### src/rtl/core_pkg.sv
// Shared definitions for the datapath stages: the machine word width and its
// typedef, the output-port pacing state encoding, and a helper that sizes
// down-counters.
package core_pkg;

   localparam int WORD_W = 16;

   typedef logic [WORD_W-1:0] word_t;

   typedef enum logic {
      PACE_IDLE = 1'b0,
      PACE_WAIT = 1'b1
   } pace_state_t;

   // Bits needed to hold the values 0..n. Returns at least 1 so that a
   // counter for n == 0 still has a legal width.
   function automatic int ctr_w(input int n);
      return (n < 1) ? 1 : $clog2(n + 1);
   endfunction

endpackage

### src/rtl/sync_fifo.sv
// Single-clock FIFO.
// Storage is a DEPTH x WIDTH array. The write and read pointers are
// log2(DEPTH) bits wide and wrap from DEPTH-1 back to 0 on their own.
// Occupancy is kept in a separate counter, so full and empty can be told
// apart when the two pointers are equal.
// The caller must not push while full or pop while empty.
// Ports:
//   clk, n_rst    clock, asynchronous active-low reset
//   push, wr_data write wr_data at the tail on this edge
//   pop           drop the head entry on this edge
//   rd_data       head entry, read combinationally
//   count         number of occupied entries
//   full, empty   decoded from count
module sync_fifo
   import core_pkg::*;
#(
   parameter int WIDTH = WORD_W,
   parameter int DEPTH = 4
) (
   input  logic                       clk,
   input  logic                       n_rst,
   input  logic                       push,
   input  logic [WIDTH-1:0]           wr_data,
   input  logic                       pop,
   output logic [WIDTH-1:0]           rd_data,
   output logic [$clog2(DEPTH+1)-1:0] count,
   output logic                       full,
   output logic                       empty
);

   localparam int PTR_W = $clog2(DEPTH);
   localparam int CNT_W = $clog2(DEPTH + 1);

   logic [WIDTH-1:0] mem [DEPTH];
   logic [PTR_W-1:0] wr_ptr;
   logic [PTR_W-1:0] rd_ptr;

   // The array is not reset. Its contents are only observed through
   // rd_data, and rd_data is ignored while the FIFO is empty.
   always_ff @(posedge clk) begin
      if (push) begin
         mem[wr_ptr] <= wr_data;
      end
   end

   always_ff @(posedge clk or negedge n_rst) begin
      if (!n_rst) begin
         wr_ptr <= '0;
         rd_ptr <= '0;
         count  <= '0;
      end else begin
         if (push) begin
            wr_ptr <= wr_ptr + PTR_W'(1);
         end
         if (pop) begin
            rd_ptr <= rd_ptr + PTR_W'(1);
         end
         case ({push, pop})
            2'b10:   count <= count + CNT_W'(1);
            2'b01:   count <= count - CNT_W'(1);
            default: count <= count;
         endcase
      end
   end

   assign rd_data = mem[rd_ptr];
   assign full    = (count == CNT_W'(DEPTH));
   assign empty   = (count == '0);

endmodule

### src/rtl/out_port.sv
// Output port for OUT instructions.
// Words from the issuing stage are buffered in a small FIFO. They are handed
// to the output device over a valid/ready handshake, with an optional
// minimum number of idle cycles between transfers.
//
//   state     | meaning
//   ----------+------------------------------------------------------------
//   PACE_IDLE | gap_cnt == 0; dev_valid follows FIFO non-empty
//   PACE_WAIT | gap_cnt counting GAP..1 after a transfer; dev_valid held low
//
// Ports:
//   clk, n_rst  clock, asynchronous active-low reset
//   out_en      OUT instruction valid this cycle (already flush-qualified)
//   out_dat     word to output
//   out_stall   pipeline must hold the OUT instruction
//   dev_valid   dev_dat holds a word for the device
//   dev_dat     head-of-FIFO word
//   dev_ready   device accepts the word this cycle
//   count       occupied FIFO entries
//   empty       FIFO holds no words
module out_port
   import core_pkg::*;
#(
   parameter int WIDTH = WORD_W,
   parameter int DEPTH = 4,
   parameter int GAP   = 0
) (
   input  logic                       clk,
   input  logic                       n_rst,
   input  logic                       out_en,
   input  logic [WIDTH-1:0]           out_dat,
   output logic                       out_stall,
   output logic                       dev_valid,
   output logic [WIDTH-1:0]           dev_dat,
   input  logic                       dev_ready,
   output logic [$clog2(DEPTH+1)-1:0] count,
   output logic                       empty
);

   localparam int GAP_W = ctr_w(GAP);

   logic             full;
   logic             push;
   logic             pop;
   pace_state_t      state;
   logic [GAP_W-1:0] gap_cnt;

   // full comes from registered occupancy only. A pop on this same edge
   // does not release the stall; the instruction retries next cycle.
   assign out_stall = out_en & full;
   assign push      = out_en & ~full;
   assign dev_valid = ~empty & (gap_cnt == '0);
   assign pop       = dev_valid & dev_ready;

   sync_fifo #(
      .WIDTH (WIDTH),
      .DEPTH (DEPTH)
   ) u_fifo (
      .clk     (clk),
      .n_rst   (n_rst),
      .push    (push),
      .wr_data (out_dat),
      .pop     (pop),
      .rd_data (dev_dat),
      .count   (count),
      .full    (full),
      .empty   (empty)
   );

   always_ff @(posedge clk or negedge n_rst) begin
      if (!n_rst) begin
         state   <= PACE_IDLE;
         gap_cnt <= '0;
      end else begin
         case (state)
            PACE_IDLE: begin
               if (pop && (GAP > 0)) begin
                  state   <= PACE_WAIT;
                  gap_cnt <= GAP_W'(GAP);
               end
            end
            PACE_WAIT: begin
               gap_cnt <= gap_cnt - GAP_W'(1);
               if (gap_cnt == GAP_W'(1)) begin
                  state <= PACE_IDLE;
               end
            end
            default: begin
               state   <= PACE_IDLE;
               gap_cnt <= '0;
            end
         endcase
      end
   end

endmodule

### config.mk
export PLATFORM = sky130hd
export DESIGN_NAME = out_port
export DESIGN_NICKNAME = d
export VERILOG_FILES = /design/src/rtl/core_pkg.sv /design/src/rtl/sync_fifo.sv /design/src/rtl/out_port.sv
export SDC_FILE = /design/constraint.sdc
export NUM_CORES = 1
export LEC_CHECK = 0
export ABC_AREA = 1
export BUFFER_PORTS_ARGS = -buffer_cell sky130_fd_sc_hd__buf_2
export CORE_MARGIN = 2
export CORE_UTILIZATION = 60
export DETAILED_ROUTE_END_ITERATION = 6
export PLACE_DENSITY = 0.88
export SETUP_SLACK_MARGIN = 0.3
export SYNTH_ARGS = -nofsm -noshare
export SYNTH_HDL_FRONTEND = slang
export SYNTH_SLANG_ARGS = --single-unit
export TNS_END_PERCENT = 20
### constraint.sdc
create_clock -name clk -period 3.18 [get_ports clk]
set_clock_uncertainty 0.15 [all_clocks]
set_input_delay 0.477 -clock clk [delete_from_list [all_inputs] [get_ports clk]]
set_output_delay 0.477 -clock clk [all_outputs]
set_load 0.05 [all_outputs]
# Yosys cells after proc, flatten, opt, wreduce, memory -nomap -nowiden
# Memories as Yosys holds them, arrays and structs flattened.
# Index checks and enable logic that the tools add are counted.
totals:
  reg_bits: 9
  latch_bits: 0
  mem_bits_rw: 64
  rom_bits: 0
  out_inout_bits: 22
  memories: 1
op_classes:
  add_sub_neg: 5
  mul: 0
  div_mod_pow: 0
  magnitude_cmp: 0
  n_eq_ne: 3
  shift: 0
  mux: 5
  bitwise: 7
  reduce_logical: 2
mem_list:
  columns: ["memory", "words", "width", "rd", "rd_ports_with_merged_regs", "wr", "line_no", "text"]
  rows:
  - ["u_fifo.mem", 4, 16, 1, 0, 1, "sync_fifo.sv:34", "logic [WIDTH-1:0] mem [DEPTH];"]
op_table:
  columns: ["cell", "n"]
  rows:
  - ["$pmux 3 s2", 1]
  - ["$add 2x1->2 const B", 2]
  - ["$and 1x1->1", 4]
  - ["$mux 1", 4]
  - ["$add 3x1->3 const B", 1]
  - ["$eq 3x3->1 const B", 1]
  - ["$logic_not 3->1", 1]
  - ["$not 1->1", 3]
  - ["$sub 3x1->3 const B", 1]
  - ["$eq 2x1->1 const B", 1]
  - ["$eq 2x2->1 const B", 1]
  - ["$reduce_bool 2->1", 1]
  - ["$sub 1x1->1 const B", 1]

# Logic depth before layout (Yosys ltp)
logic_depth:
  depth_word: 6
  ltp_mapped: 12

# Modules after synthesis
# A second synthesis with hierarchy kept.
unflattened:
  hier_cells: 252
  hier_area_um2: 3320.7
by_module_without_submodules:
  columns: ["mod", "instances", "cells_per_inst", "area_each_um2"]
  rows:
  - ["sync_fifo", 1, 235, 3209.3]
  - ["out_port", 1, 17, 111.4]

# Worst setup path after synthesis
# OpenSTA, ideal clock, no wires.
synth_path:
  kind: "register to register"
  from: "reg u_fifo.count[0]"
  to: "mem u_fifo.mem[0][0] (netlist name) (enable)"
  setup_time_ps: 389
  arrival_ps: 1731
  t_required_ps: 2641
  setup_slack_ps: 910
  stages_incl_launch_ff: 5
  period_less_slack_ps: 2270
  path_cell_list: "dfrtp_1 > nor2_1 > nand2_1 > nand2_2 > nor2_1"
synth_via:
  elab_chain_len: 5
synth_rtl:
  columns: ["item", "line_no", "text"]
  rows:
  - ["from (decl)", "sync_fifo.sv:26", "output logic [$clog2(DEPTH+1)-1:0] count,"]
  - ["from (signal assigned)", "sync_fifo.sv:59", "2'b10: count <= count + CNT_W'(1);"]
  - ["from (signal assigned)", "sync_fifo.sv:60", "2'b01: count <= count - CNT_W'(1);"]
  - ["from (signal assigned)", "sync_fifo.sv:61", "default: count <= count;"]
  - ["$eq 3x3->1", "sync_fifo.sv:67", "assign full = (count == CNT_W'(DEPTH));"]
  - ["$not 1->1", "out_port.sv:51", "assign push = out_en & ~full;"]
  - ["$and 1x1->1", "out_port.sv:51", null]
  - ["$mux 1", "sync_fifo.sv:41", "if (push) begin"]
  - ["$mux 1 (not written as such)", "sync_fifo.sv:42", "mem[wr_ptr] <= wr_data;"]
  - ["to (decl)", "sync_fifo.sv:34", null]
# No other way between the ends.

# Worst setup path in the final report
layout_path:
  from: "reg u_fifo.rd_ptr[1]"
  to: "out dev_dat[1]"
layout_via:
  elab_chain_len: 1
layout_rtl:
  columns: ["item", "line_no", "text"]
  rows:
  - ["from (decl)", "sync_fifo.sv:36", "logic [PTR_W-1:0] rd_ptr;"]
  - ["from (signal assigned)", "sync_fifo.sv:56", "rd_ptr <= rd_ptr + PTR_W'(1);"]
  - ["$mem_v2 4x16", null, null]
  - ["to (decl)", "out_port.sv:34", "output logic [WIDTH-1:0] dev_dat,"]
# No other way between the ends.

==> impl_metrics.py <==
metrics = {
    "run_status": {
        "status": "finished, final reports clean",
    },
    "clock_network": {
        "clockRootBuffer": "clkbuf_8",
        "cts_setup_buffers": 0,
        "clock_latency_ps": 330,
        "htree_levels": 3,
        "cts_tree": "yes",
        "holdBufCountCts": 1,
        "cts_resized": 0,
        "cts_buffers": 9,
        "clockBufferDepth": 2,
        "cts.sink_count": 73,
        "path_clk_slew_ps": 70,
    },
    "critical_path": {
        "slowest_stage": "dfrtp_1",
        "arrival_ps": 1980,
        "critPathCaptureType": "output pin",
        "critPathMaxStageDelay_ps": 740,
        "cp-start-kind": "flip-flop",
        "criticalPathCategory": "flip-flop to output pin",
        "required_ps": 2550,
        "critPathMaxFanout": 19,
        "cp_cell_sequence": "clkinv_2, o21ai_0, o22ai_1, buf_2",
    },
    "route": {
        "wire_per_inst_um": 15.2,
        "firstDrtPassIters": 6,
        "vias": 1879,
        "first_iter_violations": 117,
        "ant_nets": 0,
        "vias_per_cell": 5.38,
        "drc": 0,
        "wl_um": 5300,
    },
    "synthesis": {
        "syn_area_um2": 2960,
        "yosys.area.top_type_share": 0.650,
        "seq_area_frac_synth": 0.726,
        "synth.distinct_cells": 19,
        "syn_nets": 252,
        "ys_top_cells_by_area": "edfxtp_1 (65%), dfrtp_1 (7.6%), nor2_1 (4.9%)",
        "yosys_warnings": 0,
        "synth_area_per_cell_um2": 13.1,
        "ys_ff_latch": 73,
        "synthCells": 226,
        "synth_top_area_cell": "edfxtp_1",
    },
    "die": {
        "start_util": 0.626,
        "rows": 25,
        "die_h_um": 74.2,
        "die-area_um2": 5510,
        "io_pins": 42,
        "die_w_um": 74.2,
        "coreArea_um2": 4720,
    },
    "cells_and_area": {
        "nNetsFinal": 303,
        "num_antenna_cells": 0,
        "multi_input_area_um2": 628,
        "nFillCells": 322,
        "seqCellArea_um2": 2150,
        "drive_gt1_frac": 0.234,
        "area.growth.synth_to_final_pct": 14.5,
    },
    "global_route": {
        "antenna_found_initial": 0,
        "grt_pass1_vias": 1826,
        "grt_start_max_net_pins": 35,
        "grt_overflow": 0,
        "grt_pass1_wl_um": 8270,
        "grt_usage": 0.212,
    },
    "sta": {
        "tightest_slew_ps": 625,
        "finalCritPeriodShare": 0.818,
        "setup_violations": 0,
        "slew_headroom": 0.582,
        "rsz0062_at_grt": "false",
        "tns_ps": 0,
        "hold_viol": 0,
        "slew_viol_final": 0,
        "max_freq_mhz": 384,
        "finalWorstPathRequiredPeriod_ps": 2600,
    },
    "place": {
        "place.gp.congestion": 0.743,
        "hpwl_um": 3450,
        "port_buffers": 41,
    },
    "worst_hold_path": {
        "hold_class": "primary input to flip-flop",
    },
    "flow_run": {
        "maxCapViolCount": 0,
    },
}
## worst max-delay path, delay by kind of cell (launching register included)
| family | cells | cell delay (ps) |
|---|---|---|
| compound gates | 2 | 280 |
| flops | 1 | 740 |
| buf+inv | 2 | 620 |
## final timing paths
| check | from | slack, ps | cells after the start | endpoint |
|---|---|---|---|---|
| max | u_fifo.rd_ptr[1] | 580 | 4 | dev_dat[1] |
| min | out_dat[11] | 210 | 1 | u_fifo.mem[1][11] |
| max reg2reg | u_fifo.count[0] | 1110 | 10 | u_fifo.count[2] |
| min reg2reg | gap_cnt | 320 | 1 | state |
| max in group asynchronous | n_rst | 2340 | 2 | u_fifo.rd_ptr[0] |
| min in group asynchronous | n_rst | 360 | 2 | u_fifo.count[1] |
## metrics by stage
step	instance area, um^2	utilization	worst slack, ps	hold WS [ps]	cells
floorplan	2960	-	910	31.4	226
global placement	3210	0.679	959	190	332
detailed placement	3210	0.679	909	187	332
CTS	3390	0.717	520	184	349
global route	3390	0.717	385	186	349
finish	3390	0.717	578	205	349
## cells in the mapped netlist
master and count:
inv_6 1, nand4_1 3, xor2_1 1, o21ai_0 14, edfxtp_1 64, nor2_1 39
clkinv_2 1, buf_6 7, fa_1 1, o21ai_1 19, nand2_2 1, nand2_1 19
nand3_1 4, dfrtp_1 9, buf_4 3, o22ai_1 16, xnor2_1 1, ha_1 5
inv_1 18
## cells in the final DEF (no fill, tap or decap)
cell type       n
inv_6           2
xor2_1          1
o21ai_1        19
xnor2_1         1
edfxtp_1       64
ha_1            5
nand2_2         1
dfrtp_1         9
nand4_1         3
buf_2          41
clkbuf_8        9
clkinv_2        1
o22ai_1        16
clkinvlp_4      4
clkinv_1        2
nand3_1         4
nor2_1         39
fa_1            1
inv_1          18
dlygate4sd3_1   1
buf_4           8
nand2_1        19
o21ai_0        14
## registers in the layout, summed over array words and instances, names as in the netlist
signal         flops
u_fifo.rd_ptr      2
u_fifo.wr_ptr      2
u_fifo.mem        64
u_fifo.count       3
gap_cnt            1
state              1
## per-layer routing
| metal | up-vias | part of all wire | global-route usage |
|---|---|---|---|
| met5 | - | 0 | 0 |
| met1 | 910 | 0.40 | 0.245 |
| met2 | 65 | 0.53 | 0.371 |
| li1 | 900 | - | - |
| met4 | 0 | 0.0087 | 0.0873 |
| met3 | 4 | 0.056 | 0.0623 |
## final cells by class
cell class | instances | share of cell area
sequential | 73 | 0.634
inverter | 20 | 0.0240
multi-input combinational | 123 | 0.186
timing repair buffer | 50 | 0.0813
clock buffer | 9 | 0.0366
clock inverter | 7 | 0.0137
tap | 67 | 0.0248
## cell families (layout without fill, tap and decap cells)
| family | count (synthesis) | count (layout) | share of synthesized area |
|---|---|---|---|
| flops | 73 | 73 | 0.726 |
| compound gates | 49 | 49 | 0.0897 |
| simple gates | 66 | 66 | 0.0888 |
| buf+inv | 30 | 86 | 0.0618 |
| fa+ha+maj | 6 | 6 | 0.0279 |
| xor+xnor | 2 | 2 | 0.00592 |
Power is not shown: default switching activity piles up to over one toggle a cycle in this logic, so the estimate is an artifact.
